`src/rtl/des_pkg.sv`:
```
// Shared DES constants: key-schedule permutations, the shift schedule, weak keys,
// and the round-function E/P/S tables. Vectors are stored MSB-first (DES bit 1 = MSB).
package des_pkg;

    localparam int          DES_ROUNDS = 16;
    localparam logic [3:0]  LAST_ROUND = 4'(DES_ROUNDS - 1);

    typedef enum logic [0:0] {
        ST_IDLE   = 1'b0,
        ST_ACTIVE = 1'b1
    } ks_state_e;

    localparam logic [6:0] PC1 [56] = '{
        7'd57, 7'd49, 7'd41, 7'd33, 7'd25, 7'd17, 7'd9,  7'd1,  7'd58, 7'd50, 7'd42, 7'd34, 7'd26, 7'd18,
        7'd10, 7'd2,  7'd59, 7'd51, 7'd43, 7'd35, 7'd27, 7'd19, 7'd11, 7'd3,  7'd60, 7'd52, 7'd44, 7'd36,
        7'd63, 7'd55, 7'd47, 7'd39, 7'd31, 7'd23, 7'd15, 7'd7,  7'd62, 7'd54, 7'd46, 7'd38, 7'd30, 7'd22,
        7'd14, 7'd6,  7'd61, 7'd53, 7'd45, 7'd37, 7'd29, 7'd21, 7'd13, 7'd5,  7'd28, 7'd20, 7'd12, 7'd4
    };

    localparam logic [5:0] PC2 [48] = '{
        6'd14, 6'd17, 6'd11, 6'd24, 6'd1,  6'd5,  6'd3,  6'd28, 6'd15, 6'd6,  6'd21, 6'd10,
        6'd23, 6'd19, 6'd12, 6'd4,  6'd26, 6'd8,  6'd16, 6'd7,  6'd27, 6'd20, 6'd13, 6'd2,
        6'd41, 6'd52, 6'd31, 6'd37, 6'd47, 6'd55, 6'd30, 6'd40, 6'd51, 6'd45, 6'd33, 6'd48,
        6'd44, 6'd49, 6'd39, 6'd56, 6'd34, 6'd53, 6'd46, 6'd42, 6'd50, 6'd36, 6'd29, 6'd32
    };

    localparam logic [1:0] SHIFT [16] = '{
        2'd1, 2'd1, 2'd2, 2'd2, 2'd2, 2'd2, 2'd2, 2'd2,
        2'd1, 2'd2, 2'd2, 2'd2, 2'd2, 2'd2, 2'd2, 2'd1
    };

    localparam logic [63:0] PARITY_MASK = 64'hFEFE_FEFE_FEFE_FEFE;
    localparam logic [63:0] WEAK_KEYS [4] = '{
        64'h0101_0101_0101_0101, 64'hFEFE_FEFE_FEFE_FEFE,
        64'hE0E0_E0E0_F1F1_F1F1, 64'h1F1F_1F1F_0E0E_0E0E
    };

    localparam logic [5:0] E_TAB [48] = '{
        6'd32, 6'd1,  6'd2,  6'd3,  6'd4,  6'd5,  6'd4,  6'd5,  6'd6,  6'd7,  6'd8,  6'd9,
        6'd8,  6'd9,  6'd10, 6'd11, 6'd12, 6'd13, 6'd12, 6'd13, 6'd14, 6'd15, 6'd16, 6'd17,
        6'd16, 6'd17, 6'd18, 6'd19, 6'd20, 6'd21, 6'd20, 6'd21, 6'd22, 6'd23, 6'd24, 6'd25,
        6'd24, 6'd25, 6'd26, 6'd27, 6'd28, 6'd29, 6'd28, 6'd29, 6'd30, 6'd31, 6'd32, 6'd1
    };

    localparam logic [5:0] P_TAB [32] = '{
        6'd16, 6'd7,  6'd20, 6'd21, 6'd29, 6'd12, 6'd28, 6'd17, 6'd1,  6'd15, 6'd23, 6'd26, 6'd5,  6'd18, 6'd31, 6'd10,
        6'd2,  6'd8,  6'd24, 6'd14, 6'd32, 6'd27, 6'd3,  6'd9,  6'd19, 6'd13, 6'd30, 6'd6,  6'd22, 6'd11, 6'd4,  6'd25
    };

    // Each S-box is 4 rows x 16 nibbles, row 0 column 0 in the top nibble.
    localparam logic [255:0] SBOX [8] = '{
        256'hE4D12FB83A6C5907_0F74E2D1A6CB9538_41E8D62BFC973A50_FC8249175B3EA06D,
        256'hF18E6B34972DC05A_3D47F28EC01A69B5_0E7BA4D158C6932F_D8A13F42B67C05E9,
        256'hA09E63F51DC7B428_D709346A285ECBF1_D6498F30B12C5AE7_1AD069874FE3B52C,
        256'h7DE3069A1285BC4F_D8B56F03472C1AE9_A690CB7DF13E5284_3F06A1D8945BC72E,
        256'h2C417AB6853FD0E9_EB2C47D150FA3986_421BAD78F9C5630E_B8C71E2D6F09A453,
        256'hC1AF92680D34E75B_AF427C9561DE0B38_9EF528C3704A1DB6_432C95FABE17608D,
        256'h4B2EF08D3C975A61_D0B7491AE35C2F86_14BDC37EAF680592_6BD814A7950FE23C,
        256'hD2846FB1A93E50C7_1FD8A374C56B0E92_7B419CE206ADF358_21E74A8DFC90356B
    };

    function automatic logic [3:0] sbox_lookup(input logic [2:0] box, input logic [5:0] b);
        logic [5:0]   idx;
        logic [255:0] t;
        idx = {b[5], b[0], b[4:1]};
        t   = SBOX[box] << {idx, 2'b00};
        return t[255:252];
    endfunction

    function automatic logic [55:0] pc1_perm(input logic [63:0] key);
        logic [55:0] cd;
        cd = '0;
        for (int i = 0; i < 56; i++) begin
            cd[6'(55 - i)] = key[6'(64 - int'(PC1[6'(i)]))];
        end
        return cd;
    endfunction

    function automatic logic [27:0] rotl28(input logic [27:0] x, input logic [1:0] n);
        logic [27:0] r;
        if (n == 2'd2) r = {x[25:0], x[27:26]};
        else           r = {x[26:0], x[27]};
        return r;
    endfunction

    function automatic logic [27:0] rotr28(input logic [27:0] x, input logic [1:0] n);
        logic [27:0] r;
        if (n == 2'd2) r = {x[1:0], x[27:2]};
        else           r = {x[0], x[27:1]};
        return r;
    endfunction

    function automatic logic [55:0] rotl_cd(input logic [55:0] cd, input logic [1:0] n);
        return {rotl28(cd[55:28], n), rotl28(cd[27:0], n)};
    endfunction

    function automatic logic [55:0] rotr_cd(input logic [55:0] cd, input logic [1:0] n);
        return {rotr28(cd[55:28], n), rotr28(cd[27:0], n)};
    endfunction

    function automatic logic is_weak(input logic [63:0] key);
        logic hit;
        hit = 1'b0;
        for (int i = 0; i < 4; i++) begin
            hit = hit | ((key & PARITY_MASK) == (WEAK_KEYS[2'(i)] & PARITY_MASK));
        end
        return hit;
    endfunction

endpackage

```
`src/rtl/des_pc2.sv`:
```
// PC-2 compression: 56-bit C||D (bit 1 = MSB) to a 48-bit round subkey.
module des_pc2
    import des_pkg::*;
(
    input  logic [55:0] cd_i,
    output logic [47:0] subkey_o
);

    // Pure wiring permutation.
    always_comb begin
        subkey_o = '0;
        for (int i = 0; i < 48; i++) begin
            subkey_o[6'(47 - i)] = cd_i[6'(56 - int'(PC2[6'(i)]))];
        end
    end

endmodule

```
`src/rtl/des_key_schedule.sv`:
```
// DES round-subkey generator, encrypt or decrypt order, paced by adv.
// Optional weak-key flag built when DES_KEY_WEAK_DETECT_EN is defined.
module des_key_schedule
    import des_pkg::*;
#(
    parameter bit HOLD_LAST = 1'b1
) (
    input  logic        clk,
    input  logic        rst_n,
    input  logic        start,
    input  logic        decrypt,
    input  logic [63:0] key_in,
    input  logic        adv,
    output logic [47:0] subkey,
    output logic        subkey_valid,
    output logic [3:0]  round,
    output logic        last_round,
    output logic        busy,
    output logic        weak_key
);

    ks_state_e   state_q, state_d;
    logic [55:0] cd_q, cd_d;
    logic [55:0] pc1_s;
    logic [47:0] pc2_s;
    logic [47:0] subkey_q, subkey_d;
    logic        valid_q, valid_d;
    logic [3:0]  round_q, round_d;
    logic        last_q, last_d;
    logic        busy_q, busy_d;
    logic        dec_q, dec_d;

    assign pc1_s = pc1_perm(key_in);

    // C/D tracks the halves of the subkey being presented; decrypt walks backwards by right-rotating.
    always_comb begin
        cd_d = cd_q;
        if (start) begin
            if (decrypt) cd_d = pc1_s;
            else         cd_d = rotl_cd(pc1_s, 2'd1);
        end else if ((state_q == ST_ACTIVE) && adv && valid_q && (round_q != LAST_ROUND)) begin
            if (dec_q) cd_d = rotr_cd(cd_q, SHIFT[LAST_ROUND - round_q]);
            else       cd_d = rotl_cd(cd_q, SHIFT[round_q + 4'd1]);
        end else begin
            cd_d = cd_q;
        end
    end

    des_pc2 u_pc2 (
        .cd_i     (cd_d),
        .subkey_o (pc2_s)
    );

    // Schedule FSM and output next-state; start wins over a simultaneous adv.
    always_comb begin
        state_d  = state_q;
        subkey_d = subkey_q;
        valid_d  = valid_q;
        round_d  = round_q;
        last_d   = last_q;
        busy_d   = busy_q;
        dec_d    = dec_q;
        if (start) begin
            state_d  = ST_ACTIVE;
            subkey_d = pc2_s;
            valid_d  = 1'b1;
            round_d  = 4'd0;
            last_d   = 1'b0;
            busy_d   = 1'b1;
            dec_d    = decrypt;
        end else begin
            case (state_q)
                ST_ACTIVE: begin
                    if (adv && valid_q) begin
                        if (round_q == LAST_ROUND) begin
                            state_d = ST_IDLE;
                            valid_d = 1'b0;
                            round_d = 4'd0;
                            last_d  = 1'b0;
                            busy_d  = 1'b0;
                            if (HOLD_LAST) subkey_d = subkey_q;
                            else           subkey_d = '0;
                        end else begin
                            subkey_d = pc2_s;
                            round_d  = round_q + 4'd1;
                            last_d   = (round_q == (LAST_ROUND - 4'd1));
                        end
                    end else begin
                        state_d = ST_ACTIVE;
                    end
                end
                ST_IDLE: state_d = ST_IDLE;
                default: state_d = ST_IDLE;
            endcase
        end
    end

    // State and output registers.
    always_ff @(posedge clk or negedge rst_n) begin
        if (!rst_n) begin
            state_q  <= ST_IDLE;
            cd_q     <= '0;
            subkey_q <= '0;
            valid_q  <= 1'b0;
            round_q  <= 4'd0;
            last_q   <= 1'b0;
            busy_q   <= 1'b0;
            dec_q    <= 1'b0;
        end else begin
            state_q  <= state_d;
            cd_q     <= cd_d;
            subkey_q <= subkey_d;
            valid_q  <= valid_d;
            round_q  <= round_d;
            last_q   <= last_d;
            busy_q   <= busy_d;
            dec_q    <= dec_d;
        end
    end

`ifdef DES_KEY_WEAK_DETECT_EN
    logic weak_q, weak_d;

    // Weak-key verdict is captured with the key and held until the next load.
    always_comb begin
        if (start) weak_d = is_weak(key_in);
        else       weak_d = weak_q;
    end

    // Weak-key flag register.
    always_ff @(posedge clk or negedge rst_n) begin
        if (!rst_n) weak_q <= 1'b0;
        else        weak_q <= weak_d;
    end

    assign weak_key = weak_q;
`else
    assign weak_key = 1'b0;
`endif

    assign subkey       = subkey_q;
    assign subkey_valid = valid_q;
    assign round        = round_q;
    assign last_round   = last_q;
    assign busy         = busy_q;

endmodule

```
`config.mk`:
```
export PLATFORM = sky130hd
export DESIGN_NAME = des_key_schedule
export DESIGN_NICKNAME = d
export VERILOG_FILES = /design/src/rtl/des_pkg.sv /design/src/rtl/des_pc2.sv /design/src/rtl/des_key_schedule.sv
export SDC_FILE = /design/constraint.sdc
export NUM_CORES = 1
export LEC_CHECK = 0
export ABC_AREA = 1
export ABC_CLOCK_PERIOD_IN_PS = 4800
export CAP_MARGIN = 20
export CORE_UTILIZATION = 34
export CTS_BUF_LIST = sky130_fd_sc_hd__clkbuf_16
export CTS_CLUSTER_SIZE = 40
export DETAILED_ROUTE_END_ITERATION = 12
export GPL_ROUTABILITY_DRIVEN = 0
export PLACE_DENSITY = 0.54
export SETUP_SLACK_MARGIN = 0.4
export SLEW_MARGIN = 20
export SYNTH_ARGS = -nofsm -noshare
export SYNTH_HDL_FRONTEND = slang
export SYNTH_HIERARCHICAL = 1
export SYNTH_SLANG_ARGS = --single-unit
```
`constraint.sdc`:
```
create_clock -name clk -period 4.8 [get_ports clk]
set_input_delay 1.2 -clock clk [delete_from_list [all_inputs] [get_ports clk]]
set_output_delay 1.2 -clock clk [all_outputs]
set_load 0.02 [all_outputs]
```
# After elaboration in Yosys (flattened, before gate mapping)
# Memories as Yosys holds them, arrays and structs flattened.
# Index checks and enable logic that the tools add are counted.
classes:
  n_eq_ne: 6
  bitwise_logic: 3
  mux: 32
  n_addsub: 2
  n_lt_le_gt_ge: 2
  reduce_logical: 11
ops:
  columns: ["op", "n"]
  rows:
  - ["two-way mux 48 bit", 4]
  - ["two-way mux 56 bit", 3]
  - ["two-way mux 28 bit", 4]
  - ["two-way mux 33 bit", 1]
  - ["two-way mux 4 bit", 4]
  - ["two-way mux 1 bit", 11]
  - ["greater-or-equal comparator 5 bit (second input constant)", 2]
  - ["NOT 4 -> 5 bit", 2]
  - ["== test 4 bit (second input constant)", 2]
  - ["two-way mux 2 bit", 4]
  - ["nonzero test 2 bit", 4]
  - ["AND reduction 3 bit", 2]
  - ["adder 4 x 1 -> 4 bit (second input constant)", 1]
  - ["== test 2 bit (second input constant)", 2]
  - ["logical AND 1 bit", 4]
  - ["inequality test 4 bit (second input constant)", 1]
  - ["subtractor 4 bit (first input constant)", 1]
  - ["inequality test 2 bit (second input constant)", 1]
  - ["case mux 1 bit (2 select lines)", 1]
  - ["AND reduction 2 bit", 1]
  - ["NOT 1 bit", 1]
word_totals:
  ff_bits: 112
  input_bits: 69
  out_inout_bits: 56
  n_memories: 2
  elab_cells: 66
  romBits: 64
memory_table:
  columns: ["memory", "words", "width", "rd", "rd_ports_with_merged_regs", "wr", "line", "text"]
  rows:
  - ["(no name shown)", 16, 2, 1, 0, 0, "des_key_schedule.sv:43", "else cd_d = rotl_cd(cd_q, SHIFT[round_q + 4'd1]);"]
  - ["(no name shown)", 16, 2, 1, 0, 0, "des_key_schedule.sv:42", "if (dec_q) cd_d = rotr_cd(cd_q, SHIFT[LAST_ROUND - round_q]);"]

# Longest topological paths before layout
logic_depth:
  depth_word: 14
  ltp_mapped: 15
  depth_no_buf: 13

# Hierarchy
# The synthesis kept the hierarchy.
by_module_without_submodules:
  columns: ["mod", "instances", "cells_per_inst", "area_per_inst_um2", "seq_area_each_um2"]
  rows:
  - ["des_key_schedule", 1, 936, 6531.3, 2802.7]
  - ["des_pc2", 1, 49, 364.1, 0.0]

# Worst setup path after synthesis
# No wires, ideal clock.
synth_path:
  kind: "input to register"
  start: "input port adv"
  end: "register subkey_q[20], in the netlist subkey[20]"
  path_slack_ns: 2.424
  t_required_ns: 4.684
  t_arrival_ns: 2.259
  setup_time_ns: 0.116
  stages: 12
  path_buffers: 3
  path_cell_list: "nand2_1 -> inv_1 -> nand2_1 -> nand2_1 -> nand2_2 -> buf_4 -> buf_2 -> nand2_1 -> nand2_1 -> buf_4 -> nand2_1 -> nand2_1"
synth_via:
  elab_chain_len: 9
  word_cells_on_any_way: 12
  cone_classes: "mux: 6; reduce/logical: 6"
synth_rtl:
  columns: ["element", "line", "text"]
  rows:
  - ["start: declaration", "des_key_schedule.sv:13", "input logic adv,"]
  - ["logical AND 1 bit (*) (3 in series)", "des_key_schedule.sv:41", "end else if ((state_q == ST_ACTIVE) && adv && valid_q && (round_q != LAST_ROUND)) begin"]
  - ["two-way mux 56 bit (*)", "des_key_schedule.sv:41", null]
  - ["two-way mux 56 bit (*)", "des_key_schedule.sv:38", "if (start) begin"]
  - ["net cd_d[19]", "des_key_schedule.sv:23", "logic [55:0] cd_q, cd_d;"]
  - ["two-way mux 48 bit", "des_key_schedule.sv:75", "if (round_q == LAST_ROUND) begin"]
  - ["two-way mux 48 bit", "des_key_schedule.sv:74", "if (adv && valid_q) begin"]
  - ["two-way mux 48 bit", "des_key_schedule.sv:72", "case (state_q)"]
  - ["two-way mux 48 bit (*)", "des_key_schedule.sv:63", "if (start) begin"]
  - ["end signal: assignment", "des_key_schedule.sv:112", "subkey_q <= subkey_d;"]
  - ["end: declaration", "des_key_schedule.sv:26", "logic [47:0] subkey_q, subkey_d;"]
# Mark *: on every way through the listed nets, which the timed path passes. The rest lies on a longest branch. The select of a mux whose other input is x is not followed.
# A chain may end at the register's enable or synchronous reset.

# Worst setup path in the final report
layout_path:
  start: "input port start"
  end: "register cd_q[43]"
layout_via:
  elab_chain_len: 1
  word_cells_on_any_way: 2
  cone_classes: "mux: 1; reduce/logical: 1"
layout_rtl:
  columns: ["element", "line", "text"]
  rows:
  - ["start: declaration", "des_key_schedule.sv:10", "input logic start,"]
  - ["two-way mux 56 bit", "des_key_schedule.sv:38", null]
  - ["net cd_d[43]", "des_key_schedule.sv:23", null]
  - ["end signal: assignment", "des_key_schedule.sv:102", "cd_q <= '0;"]
  - ["end signal: assignment", "des_key_schedule.sv:111", "cd_q <= cd_d;"]
  - ["end: declaration", "des_key_schedule.sv:23", null]
# The timed path passes the listed nets, and every way through them passes these cells.

==> impl_results.md <==
- Unrepaired setup endpoints after global routing: no
- Finished Cell Area: between 7000 and 8000 um2
- Post-synthesis sequential area ratio: 0.4065
- Total Nets Final: approximately 1100
- Number of synthesized flops with an enable pin: 0
- WS Path Type: in2reg
- Port bufs: 67
- H-tree level count: 3
- Slew margin rel.: 0.3631
- Area Overhead vs Synth: 12.30%
- Synth top cells by count: nand2_1 (383), nand3_1 (286), dfrtp_1 (112), buf_4 (55), buf_2 (36)
- Net switching power: 0.8408 mW
- Multi-input gate area: about 3300 um2
- Hold_ws: around 480 ps
- Combinational cell fraction of total power: 0.234
- Crit path capture: cd_q[43]
- Clock Path Buffers: 2
- Worst skew pair latency: 360 ps
- Final slew viol count: 0
- Fill count: between 2000 and 2500
- Pre-CTS setup slack: between 1000 and 1500 ps
- Top_reg_cell synth: dfrtp_1
- Routed len/inst: between 10 and 15 um
- Share of layout cells above drive strength 1: 0.04400
- Seq pwr share: 0.431
- CP startpoint kind: input pin
- Detailed-route via count: ~6000
- Critical R2R Capture: cd_q[41]
- Detailed Route Iter0 Violations: ~560
- DIE AREA: roughly 21000 um2
- FF-to-FF setup slack: approximately 2300 ps
- Worst R2R Path Depth: 11
- Clk slew on worst S/H paths: ~80 ps
- Setup Viol. Count Final: 0
- Initial core utilization: 0.3508
- Initial antenna violation count: 0
- Total track usage: 0.1766
- Post-CTS setup buffers: 0
- Rows: between 50 and 60
- Synth area leaders: dfrtp_1 (41%), nand2_1 (21%), nand3_1 (21%), buf_4 (6.0%), buf_2 (2.6%)
- Die W: between 100 and 150 um
- Most frequent cell after synthesis: nand2_1
- Root Buffer: clkbuf_16
- Final Util: 0.3940
- Worst Path Arrival: around 3300 ps
- Pwr Density: 329.6 nW/um2
- Seq. cell area: about 2800 um2
- Crit path time final: ~3000 ps
- Distinct cells, synth: 24
- Ant. Diodes: 0
- Cts hold-fix bufs: 0
- Worst Setup SP: start
- Antenna Nets Post-Route: 0
- Skew final: slightly below 9 ps
- # resized after CTS: 0
- Pin count of the biggest net entering global routing: between 80 and 90
- Total gr overflow: 0
- Mapped Cells: about 990
- Tcrit/Tclk final: 0.6319
- Syn avg cell area: around 7 um2
- Synth warnings: 6
- Worst slew pin tran: ~960 ps
- Outcome: completed
- Detail Placement HPWL: between 10000 and 15000 um
- Net Sw Frac: 0.3295
- Setup TNS: 0 ps
- Mapped Area: around 6900 um2
- Leading area contributor after synthesis: dfrtp_1
- Core Footprint: around 20000 um2
- Flops & latches, synth: ~110
- # DRC: 0
- Vias in the first global route: between 5000 and 6000
- Drt pass-1 iters: 5
- FFs w/ async S/R, synth: 1.000
- DRT Wirelength: 17370 um
- Cell internal pwr: approximately 1.7 mW
- Clock share of power: 0.334
- Synth top area share: 0.4065
- Leak Pwr: about 3.8 nW
- Final setup margin: around 1800 ps
- Crit. End Element: register
- Peak supply drop: approximately 0.16 mV
- DP Area: approximately 7400 um2
- Fmax: around 330 MHz
- WP data required: between 5000 and 6000 ps
- Die height: ~140 um
- Hold Vio Cnt, Final: 0
- Clock sink total: between 100 and 150
- Max Cap Violations: 0
- CTS tree: built
- DR vias/cell: between 4 and 5
- TritonCTS Buffers: 9
- Crit Path Max Fanout: 27
- RR Startpoint: round[1]
- Hold crit path type: reg2reg
- First-pass GRT wire length: 29800 um
- Boundary pin count: around 130
-- cell type report --
class,instances,share of cell area
flip-flops and latches,112,0.3621
repair buffers,81,0.1031
multi-input cells,753,0.4308
clock buffers,9,0.02908
clock inverters,7,0.01373
inverters,38,0.01842
well taps,265,0.04282
-- per-stage QoR --
stage	power, mW	cells
floorplan	1.559	1022
global placement	1.718	1249
detailed placement	1.719	1249
CTS	2.587	1265
global route	2.707	1265
finish	2.552	1265
-- logic make-up (layout without fill, tap and decap cells) --
family | count (synthesis) | after routing | share of synthesized area
AO/OA/AOI/OAI | 27 | 27 | 0.02214
adder cells (fa/ha/maj) | 5 | 5 | 0.009073
buffers and inverters | 157 | 135 | 0.1339
flip-flops | 112 | 112 | 0.4065
other | 2 | 39 | 0.001089
AND/OR/NAND/NOR | 682 | 682 | 0.4273
-- per-layer routing --
layer	up-vias	track usage	part of all wire
met4	0	0.04488	0.011
li1	3126	-	-
met2	146	0.2837	0.46
met3	16	0.03775	0.060
met5	-	0	0
met1	2878	0.2401	0.47
-- power groups by stage --
| stage | sequential [mW] | clock (mW) | combinational, mW |
|---|---|---|---|
| 2_1_floorplan | 1.15 | 0 | 0.411 |
| 5_1_grt | 1.11 | 0.916 | 0.677 |
| 3_5_place_dp | 1.12 | 0 | 0.604 |
| 4_1_cts | 1.10 | 0.882 | 0.605 |
| 6_report | 1.10 | 0.854 | 0.598 |
| 3_3_place_gp | 1.12 | 0 | 0.600 |
-- worst min path at each step --
stage	startpoint	end	slack (ps)	cells after the start
2_1_floorplan	cd_q[26]	cd_q[26]	480	2
3_3_place_gp	subkey[17]	subkey[17]	470	2
3_5_place_dp	subkey[29]	subkey[29]	470	2
4_1_cts	subkey[14]	subkey[14]	490	2
5_1_grt	subkey[41]	subkey[41]	510	2
6_report	subkey[13]	subkey[13]	480	2
-- state kept, by name, indices dropped and copies added, names as in the netlist --
register	cells
busy	1
last_round	1
subkey	48
dec_q	1
state_q	1
cd_q	56
round	4
-- placed cells by master, fill, tap and decap left out, types with 8 or more instances in the layout --
cell type        instances
a21oi_1                 12
buf_4                   13
clkbuf_16                9
clkdlybuf4s50_1         66
conb_1                  39
dfrtp_1                111
inv_1                   34
nand2_1                381
nand3_1                285
o22ai_1                  8
-- worst max-delay path: stages --
cell and delay, ps:
clkdlybuf4s50_1 510, inv_1 200, nand3_1 180, nor2_4 610
buf_4 410, nand3_1 110, nand2_1 80
Power figures use the tool's default switching activity.
